`src/rtl/oled_pkg.sv`:
```
// Shared definitions for the OLED frame streamer: geometry defaults,
// FSM state encoding, SSD1306 addressing command bytes and a bit-reverse helper.
// Ports: none (package).
package oled_pkg;

    localparam int H_PIXELS_DEF       = 128;
    localparam int V_PIXELS_DEF       = 64;
    localparam int TIMEOUT_CYCLES_DEF = 31;

    typedef enum logic [2:0] {
        ST_IDLE = 3'd0,
        ST_PRE  = 3'd1,
        ST_REQ  = 3'd2,
        ST_GAP  = 3'd3,
        ST_SEND = 3'd4,
        ST_DONE = 3'd5
    } state_t;

    // SSD1306 addressing commands
    localparam logic [7:0] CMD_COL_ADDR  = 8'h21;
    localparam logic [7:0] CMD_PAGE_ADDR = 8'h22;

    localparam int PREAMBLE_LEN = 6;

    // Framebuffer bytes carry the top row in bit7; SSD1306 wants it in bit0.
    function automatic logic [7:0] bit_rev8(input logic [7:0] b);
        logic [7:0] r;
        r = '0;
        for (int i = 0; i < 8; i++) begin
            r[i] = b[7-i];
        end
        return r;
    endfunction

    // Address-window preamble: full column range, then full page range.
    function automatic logic [7:0] preamble_byte(input logic [2:0] idx,
                                                 input logic [7:0] col_last,
                                                 input logic [7:0] page_last);
        logic [7:0] b;
        case (idx)
            3'd0:    b = CMD_COL_ADDR;
            3'd1:    b = 8'h00;
            3'd2:    b = col_last;
            3'd3:    b = CMD_PAGE_ADDR;
            3'd4:    b = 8'h00;
            3'd5:    b = page_last;
            default: b = 8'h00;
        endcase
        return b;
    endfunction

endpackage

```
`src/rtl/oled_frame_streamer.sv`:
```
// Purpose: walks the framebuffer in SSD1306 page order (pages x columns), one
// column-mode read per byte, bit-reverses each byte and hands it to the SPI
// byte transmitter over tx_valid/tx_ready.
// Ports: clk/rst (async active-low); start/busy/frame_done/err control;
// fb_* framebuffer read port; tx_valid/tx_ready/tx_data/tx_dc transmitter port.
// Optional: OLED_STREAMER_PREAMBLE_EN sends a 6-byte column/page address
// command preamble (tx_dc=0) before the data bytes of each frame.
module oled_frame_streamer
    import oled_pkg::*;
#(
    parameter int H_PIXELS       = H_PIXELS_DEF,
    parameter int V_PIXELS       = V_PIXELS_DEF,
    parameter int TIMEOUT_CYCLES = TIMEOUT_CYCLES_DEF
) (
    input  logic       clk,
    input  logic       rst,
    input  logic       start,
    output logic       busy,
    output logic       frame_done,
    output logic       err,
    output logic       fb_re,
    output logic       fb_r_mode,
    output logic [7:0] fb_r_xpos,
    output logic [7:0] fb_r_ypos,
    input  logic       fb_r_data_valid,
    input  logic [7:0] fb_dout,
    output logic       tx_valid,
    input  logic       tx_ready,
    output logic [7:0] tx_data,
    output logic       tx_dc
);

    localparam int PAGES  = V_PIXELS / 8;
    localparam int COL_W  = (H_PIXELS > 1) ? $clog2(H_PIXELS) : 1;
    localparam int PAGE_W = (PAGES > 1) ? $clog2(PAGES) : 1;
    localparam int WAIT_W = $clog2(TIMEOUT_CYCLES + 1);

    localparam logic [COL_W-1:0]  COL_LAST  = COL_W'(H_PIXELS - 1);
    localparam logic [PAGE_W-1:0] PAGE_LAST = PAGE_W'(PAGES - 1);
    // The counter value seen on the last permitted REQ cycle.
    localparam logic [WAIT_W-1:0] WAIT_LAST = WAIT_W'(TIMEOUT_CYCLES - 1);

    state_t              state_q, state_d;
    logic [COL_W-1:0]    col_q, col_d;
    logic [PAGE_W-1:0]   page_q, page_d;
    logic [WAIT_W-1:0]   wait_q, wait_d;
    logic                err_q, err_d;
    logic                busy_q, busy_d;
    logic                tx_valid_q, tx_valid_d;
    logic [7:0]          tx_data_q, tx_data_d;
    logic                tx_dc_q, tx_dc_d;

`ifdef OLED_STREAMER_PREAMBLE_EN
    logic [2:0]          pre_idx_q, pre_idx_d;
`endif

    always_ff @(posedge clk or negedge rst) begin
        if (!rst) begin
            state_q    <= ST_IDLE;
            col_q      <= '0;
            page_q     <= '0;
            wait_q     <= '0;
            err_q      <= 1'b0;
            busy_q     <= 1'b0;
            tx_valid_q <= 1'b0;
            tx_data_q  <= 8'h00;
            tx_dc_q    <= 1'b0;
        end else begin
            state_q    <= state_d;
            col_q      <= col_d;
            page_q     <= page_d;
            wait_q     <= wait_d;
            err_q      <= err_d;
            busy_q     <= busy_d;
            tx_valid_q <= tx_valid_d;
            tx_data_q  <= tx_data_d;
            tx_dc_q    <= tx_dc_d;
        end
    end

`ifdef OLED_STREAMER_PREAMBLE_EN
    always_ff @(posedge clk or negedge rst) begin
        if (!rst) begin
            pre_idx_q <= 3'd0;
        end else begin
            pre_idx_q <= pre_idx_d;
        end
    end
`endif

    always_comb begin
        state_d    = state_q;
        col_d      = col_q;
        page_d     = page_q;
        wait_d     = wait_q;
        err_d      = err_q;
        busy_d     = busy_q;
        tx_valid_d = tx_valid_q;
        tx_data_d  = tx_data_q;
        tx_dc_d    = tx_dc_q;
`ifdef OLED_STREAMER_PREAMBLE_EN
        pre_idx_d  = pre_idx_q;
`endif

        case (state_q)
            ST_IDLE: begin
                if (start) begin
                    err_d  = 1'b0;
                    col_d  = '0;
                    page_d = '0;
                    wait_d = '0;
                    busy_d = 1'b1;
`ifdef OLED_STREAMER_PREAMBLE_EN
                    // First command byte is presented straight away.
                    state_d    = ST_PRE;
                    pre_idx_d  = 3'd0;
                    tx_valid_d = 1'b1;
                    tx_dc_d    = 1'b0;
                    tx_data_d  = preamble_byte(3'd0, 8'(COL_LAST), 8'(PAGE_LAST));
`else
                    state_d = ST_REQ;
`endif
                end
            end

`ifdef OLED_STREAMER_PREAMBLE_EN
            ST_PRE: begin
                if (tx_ready) begin
                    if (pre_idx_q == 3'(PREAMBLE_LEN - 1)) begin
                        tx_valid_d = 1'b0;
                        state_d    = ST_REQ;
                    end else begin
                        pre_idx_d = pre_idx_q + 3'd1;
                        tx_data_d = preamble_byte(pre_idx_q + 3'd1,
                                                  8'(COL_LAST), 8'(PAGE_LAST));
                    end
                end
            end
`endif

            ST_REQ: begin
                if (fb_r_data_valid) begin
                    tx_data_d = bit_rev8(fb_dout);
                    tx_dc_d   = 1'b1;
                    wait_d    = '0;
                    state_d   = ST_GAP;
                end else if (wait_q == WAIT_LAST) begin
                    // Framebuffer never answered: send a blank column.
                    tx_data_d = 8'h00;
                    tx_dc_d   = 1'b1;
                    err_d     = 1'b1;
                    wait_d    = '0;
                    state_d   = ST_GAP;
                end else begin
                    wait_d = wait_q + 1'b1;
                end
            end

            // One idle cycle with re low lets the framebuffer flush its
            // read pipeline before the next column request.
            ST_GAP: begin
                tx_valid_d = 1'b1;
                state_d    = ST_SEND;
            end

            ST_SEND: begin
                if (tx_ready) begin
                    tx_valid_d = 1'b0;
                    if (col_q != COL_LAST) begin
                        col_d   = col_q + 1'b1;
                        state_d = ST_REQ;
                    end else begin
                        col_d = '0;
                        if (page_q != PAGE_LAST) begin
                            page_d  = page_q + 1'b1;
                            state_d = ST_REQ;
                        end else begin
                            state_d = ST_DONE;
                        end
                    end
                end
            end

            ST_DONE: begin
                busy_d  = 1'b0;
                state_d = ST_IDLE;
            end

            default: begin
                state_d = ST_IDLE;
            end
        endcase
    end

    assign busy       = busy_q;
    assign frame_done = (state_q == ST_DONE);
    assign err        = err_q;
    assign fb_re      = (state_q == ST_REQ);
    assign fb_r_mode  = 1'b1;
    assign fb_r_xpos  = 8'(col_q);
    assign fb_r_ypos  = 8'({page_q, 3'b000});
    assign tx_valid   = tx_valid_q;
    assign tx_data    = tx_data_q;
    assign tx_dc      = tx_dc_q;

endmodule

```
`config.mk`:
```
export PLATFORM = sky130hd
export DESIGN_NAME = oled_frame_streamer
export DESIGN_NICKNAME = d
export VERILOG_FILES = /design/src/rtl/oled_pkg.sv /design/src/rtl/oled_frame_streamer.sv
export SDC_FILE = /design/constraint.sdc
export NUM_CORES = 1
export LEC_CHECK = 0
export CAP_MARGIN = 5
export CORE_ASPECT_RATIO = 0.75
export CORE_MARGIN = 2
export CORE_UTILIZATION = 50
export DETAILED_ROUTE_END_ITERATION = 10
export PLACE_DENSITY = 0.95
export SLEW_MARGIN = 20
export SYNTH_ARGS = -nofsm -noshare
export SYNTH_HDL_FRONTEND = slang
export SYNTH_SLANG_ARGS = --single-unit
```
`constraint.sdc`:
```
create_clock -name clk -period 3.8 [get_ports clk]
set_clock_uncertainty 0.2 [all_clocks]
set_input_delay 0.38 -clock clk [delete_from_list [all_inputs] [get_ports clk]]
set_output_delay 0.38 -clock clk [all_outputs]
set_load 0.02 [all_outputs]
```
==> impl_metrics.json <==
{
  "synth_area_leader_cell": "dfrtp_1",
  "n_antenna_cell": 0,
  "core_area_um2": 2910,
  "grt_max_degree": 31,
  "clk_pin_slew_worst_paths_ns": 0.07,
  "relSlewSlack": 0.543,
  "place_hpwl_um": 2410,
  "crit_end": "frame_done",
  "clockBufferDepth": 2,
  "critical_path_class": "flip-flop to primary output",
  "synth_top_area_frac": 0.498,
  "slew_violations": 0,
  "h-tree-depth": 2,
  "pin_count": 44,
  "rsz0062_at_grt": "false",
  "power.switching_uw": 461,
  "wirelength_um": 3250,
  "die_width_um": 67.4,
  "period_minus_slack_ns": 2.40,
  "grt_pass1_vias": 1238,
  "grt_usage": 0.212,
  "synth_cells": 147,
  "rows": 17,
  "antenna_found_initial": 0,
  "clkSinkCount": 30,
  "timing.final.ws_setup_ns": 1.40,
  "postPlaceCellArea_um2": 1860,
  "r2r_cells": 6,
  "nFillCells": 211,
  "root_buffer": "clkbuf_8",
  "synth_area_um2": 1510,
  "final_antenna_net_count": 0,
  "whs_ns": 0.265,
  "final_area_um2": 2000,
  "grt_overflow": 0,
  "startpoint_type": "flip-flop",
  "wl_per_cell_um": 14.6,
  "nNetsFinal": 202,
  "end_kind": "primary output",
  "reg2reg_from": "wait_q[0]",
  "drt_iter0_markers": 71,
  "hp-class": "input pin to async pin",
  "avgSynthCellArea_um2": 10.3,
  "r2r_slack_ns": 1.53,
  "crit_start": "state_q[2]",
  "pre_cts_ws_ns": 1.53,
  "via_count": 1244,
  "synth_mux_area_frac": 0.0141,
  "fin_setup_tns_ns": 0,
  "power.density_nw_per_um2": 677,
  "p_int_uw": 894,
  "min_period_over_period": 0.633,
  "synth_fa_ha_area_frac": 0.0415,
  "crit_required_ns": 3.22,
  "synth_top_family_by_area": "compound AO/OA/AOI/OAI gates",
  "ys_types": 39,
  "yosys.area_share.simple": 0.175,
  "tritoncts": "built",
  "max_freq_mhz": 416,
  "cap_violations": 0,
  "swShare": 0.340,
  "p_leak_nw": 0.868,
  "first_pass_iters": 4,
  "cts_made_buffers": 5,
  "ys_top_cells_by_area": "dfrtp_1 50%, a22o_1 7.0%, ha_1 4.1%",
  "clockPowerShare": 0.297,
  "start_util": 0.517,
  "setup-violations-final": 0,
  "ys.warnings.count": 0,
  "synth_seq_cells": 30,
  "seq_area_frac_synth": 0.498,
  "postCtsSetupRepairBufs": 0,
  "synthToLayoutAreaGrowth_pct": 32.7,
  "cp.arrival_ns": 1.82,
  "ir_drop_v": 0.000336,
  "grt_pass1_wl_um": 5290,
  "gp_congestion": 0.807,
  "port_buffers": 36,
  "route.detailed.drc": 0,
  "power_frac_seq": 0.351,
  "crit_path_max_fanout": 10,
  "postCtsHoldBufs": 0,
  "synth_compound_area_frac": 0.183,
  "dieArea_um2": 3480,
  "tightestPinTransition_ns": 0.681,
  "status": "finished, final reports clean",
  "viasPerCell": 5.58,
  "clock_latency_ns": 0.29,
  "hold_viol_final": 0,
  "synth_xor_area_frac": 0.0174,
  "cts_resized": 0,
  "worstReg2RegEnd": "wait_q[4]",
  "drive_gt1_frac": 0.0649,
  "die_h_um": 51.6,
  "comb_power_share": 0.352
}
==> Yosys cell counts <==
cell type	n
o2bb2ai_1	1
a31oi_1	1
or3b_1	2
conb_1	2
a22o_1	12
and4_1	1
a21oi_1	5
or4_1	1
nor4_1	1
or2_1	2
o21bai_1	2
ha_1	5
nor2_1	7
clkbuf_1	2
xnor2_1	3
and3_1	2
o21ai_1	5
a211o_1	1
o31ai_1	2
inv_1	3
nand2b_1	2
mux2i_1	1
nand3_1	6
inv_2	1
dfrtp_1	30
nor4b_1	1
nor3_1	6
nor3b_4	1
o21ai_0	9
buf_6	1
a21o_1	1
o211ai_1	2
buf_2	1
nor3b_1	2
and2_1	1
mux2_2	1
buf_4	8
nand2_1	12
nand4_1	1
==> through the flow <==
stage                     cells  power [mW]   util
after global routing        223        1.43  0.687
after CTS                   223        1.36  0.687
after floorplan             152       0.780      -
after detailed placement    215       0.956  0.638
after global placement      215       0.931  0.638
final                       223        1.35  0.687
==> how the worst min path moves through the flow <==
stage	start	end	slack (ns)
after floorplan	rst	busy	-0.12
after global placement	tx_dc	tx_dc	0.25
after detailed placement	tx_dc	tx_dc	0.25
after CTS	tx_dc	tx_dc	0.27
after global routing	tx_dc	tx_dc	0.29
final	rst	err	0.27
==> worst max-delay path, cell delays in order (launching register included) <==
cell and delay [ns]:
dfrtp_1 0.56, inv_1 0.14, nor3_1 0.21, clkdlybuf4s50_1 0.63
==> flip-flops by register name, indices dropped and copies added, names as in the netlist <==
name and cells:
state_q 3, err 1, tx_dc 1, page_q 3, wait_q 5, tx_data 8, tx_valid 1, col_q 7
busy 1
==> placed cells by master (no fill, tap or decap), drive strengths merged, types with 3 or more instances in the layout <==
cell / Yosys / layout
inv: 4 / 4
xnor2: 3 / 3
a22o: 12 / 12
nand2: 12 / 12
nor3: 6 / 6
dfrtp: 30 / 30
nor3b: 3 / 3
clkdlybuf4s50: 0 / 36
nor2: 7 / 7
o21ai: 14 / 14
clkbuf: 2 / 6
ha: 5 / 5
conb: 2 / 7
nand3: 6 / 6
a21oi: 5 / 5
==> layout make-up <==
class	count	area (um2)	area share
multi-input cells	106	677	0.338
well taps	38	47.5	0.0238
repair buffers	37	368	0.184
inverters	4	15.0	0.00750
clock buffers	6	82.6	0.0413
clock inverters	2	60.1	0.0300
flip-flops and latches	30	751	0.375
==> logic make-up (layout without fill, tap and decap cells) <==
logic type / after synthesis / after routing
simple gates: 48 / 48
flops: 30 / 30
other cells: 2 / 7
fa+ha+maj: 5 / 5
xor+xnor: 3 / 3
buf+inv: 16 / 49
mux: 2 / 2
compound gates: 41 / 41
==> power groups by stage <==
stage / Clock, mW / Sequential [mW] / Combinational, mW
global placement: 0 / 0.472 / 0.459
finish: 0.403 / 0.476 / 0.476
global route: 0.424 / 0.488 / 0.518
detailed placement: 0 / 0.479 / 0.476
floorplan: 0 / 0.513 / 0.268
CTS: 0.408 / 0.475 / 0.479
==> routing by layer <==
layer / share of wire / track usage / vias up
met2: 0.48 / 0.328 / 46
met4: 0.020 / 0.119 / 0
met1: 0.43 / 0.267 / 599
met5: 0 / 0 / -
met3: 0.062 / 0.0584 / 7
li1: - / - / 592
Note: power is estimated with default switching activity, not from simulation.
==> RTL edit: new RTL, same settings <==
The option `OLED_STREAMER_PREAMBLE_EN` is turned on by a define.
--- a/src/rtl/oled_frame_streamer.sv
+++ b/src/rtl/oled_frame_streamer.sv
@@ -7,2 +7,4 @@
 // command preamble (tx_dc=0) before the data bytes of each frame.
+`define OLED_STREAMER_PREAMBLE_EN
+
 module oled_frame_streamer
Function: changed (Yosys sat finds a counterexample within 4 cycles, from zero or initial values and one cycle with rst low).
==> RTL edit against the unedited design <==
Worst setup slack lost 0.45 ns. Largest cell class is now multi-input combinational cells. Total power grew 25%. Synthesized cell count up 45%. Critical path type unchanged. Area after synthesis grew 37%. Sequential cell count grew 3. Utilization is 5.3 points lower. Routed wire length grew 39%. Critical endpoint unchanged. Final area up 27%.
==> RTL edit: results (changes against the unedited design) <==
[synth]
synth_seq_area_share_pct=39.88  ; -9.9 points
ys.flop_type=dfrtp_1
yosysWarnings=0  ; unchanged
ys_types=50  ; +28%
synth_common_cells=dfrtp_1 (33), nand2_1 (18), a21oi_1 (13), nor2_1 (13), inv_1 (11)
ys_top_cells_by_area=dfrtp_1 (40%), ha_1 (6.0%), mux2i_1 (3.4%), nand2_1 (3.3%), a21oi_1 (3.1%)
async_reset_ff_share_pct=100.0  ; unchanged

[finish]
largest_reg_flops=8  ; unchanged
num-fill-cells=324  ; +54%
drive_above_1_share_pct=10.04  ; +3.6 points
antennaDiodeCount=0  ; unchanged
fin_nets=271  ; +34%

[global_routing]
grt_start_max_net_pins=34  ; +9.7%
grt_pass1_wl_mm=7.203  ; +36%
antenna_found_initial=0  ; unchanged
grt_pass1_vias=1551  ; +25%
grtUsageTotal_pct=19.88  ; -1.3 points

[critical_path]
arrival_ns=2.27  ; +0.45 ns
path_max_fanout=22  ; +12
slowest_delay_ns=0.87  ; +0.24 ns
slowest_stage=dfrtp_1
r2r-start=state_q[1]
rr_endpoint=tx_data[0]
rr_worst_depth=4  ; -2
cp_top_family=flip-flops
rrSetupSlack_ns=1.53  ; about the same

[drt]
drt_iter0_drc=137  ; +93%
wl_per_cell_um=14.90  ; +2.3%
firstDrtPassIters=5  ; +1
vias=1723  ; +39%

[cts]
cts_buffer_depth=2  ; unchanged
postCtsSetupBuffers=0  ; unchanged
ctsResizeCount=0  ; unchanged
insertion_delay_ns=0.28
root_buffer=clkbuf_8
clkTransAtPathRegs_ns=0.07  ; about the same
cts_made_buffers=5  ; unchanged
ctsHtreeMaxLevel=2  ; unchanged

[min_path]
hp-class=input port to asynchronous set/reset pin

[place]
io_buffers=36  ; unchanged
post_dp_cell_area_um2=2436  ; +31%
gp_congestion=0.9014  ; +12%
dpl.hpwl_mm=3.240  ; +34%

[sta]
slew_headroom_pct=46.69  ; -7.6 points
hold_viol_final=0  ; unchanged
hold_slack_ns=0.2991  ; +0.03396 ns

[power_and_ir_drop]
power.switching_mw=0.7019  ; +52%
power.leakage_nw=1.117  ; +29%
vdd.ir_drop.worst_v=0.0003365  ; about the same

[run_status]
status=completed

## RTL edit: cell types whose count changed in the layout (fill, tap and decap cells not counted), sizes merged, moves of 5 or more
cell	change
a21oi	+9
a22o	-5
ha	+5
inv	+7
mux2i	+6
nand2	+6
nand3	+5
nor2	+8
nor2b	+5
o21ai	-5
xor2	+6
## RTL edit: worst max path at each step
stage | start | end | slack, ns
6_report | state_q[0] | frame_done | 0.95
5_1_grt | state_q[0] | frame_done | 0.88
4_1_cts | state_q[0] | frame_done | 0.97
3_5_place_dp | state_q[0] | frame_done | 1.27
3_3_place_gp | state_q[0] | frame_done | 1.34
2_1_floorplan | page_q[0] | page_q[0] | 1.86
## RTL edit: cell type report
| cell class | instances | area share, % |
|---|---|---|
| clock buffer | 7 | 3.797 |
| timing repair buffer | 38 | 14.79 |
| inverter | 11 | 1.627 |
| multi-input combinational | 159 | 44.33 |
| clock inverter | 1 | 0.1972 |
| tap | 55 | 2.712 |
| sequential | 33 | 32.54 |
## RTL edit: metrics by stage
stage	setup WS, ns	instances	utilization (%)
2_1_floorplan	1.864	218	-
3_3_place_gp	1.336	296	60.84
3_5_place_dp	1.272	296	60.84
4_1_cts	0.9653	304	63.38
5_1_grt	0.8823	304	63.38
6_report	0.9463	304	63.38
## RTL edit: power by group through the flow
stage	registers (mW)	logic, mW	clock network, mW
after floorplan	0.575	0.582	0
final	0.594	0.803	0.292
after global routing	0.609	0.870	0.310
after CTS	0.589	0.802	0.297
after detailed placement	0.594	0.793	0
after global placement	0.586	0.768	0
## RTL edit: kinds of logic (layout without fill, tap and decap cells)
| group | after synthesis | count (layout) | synth area share (%) |
|---|---|---|---|
| other | 2 | 7 | 0.3627 |
| AOI/OAI and AO/OA | 46 | 46 | 14.80 |
| muxes | 11 | 11 | 5.922 |
| xor gates and xnor gates | 7 | 7 | 2.961 |
| buffers and inverters | 26 | 57 | 6.707 |
| adders and majority gates | 10 | 10 | 6.042 |
| and+or+nand+nor | 78 | 78 | 23.32 |
| DFF | 33 | 33 | 39.88 |
## RTL edit: metal layers
metal,routed length [um],global-route usage (%)
met1,2068,26.31
met3,270,4.532
met2,2102,31.90
met4,88,8.772
met5,0,0
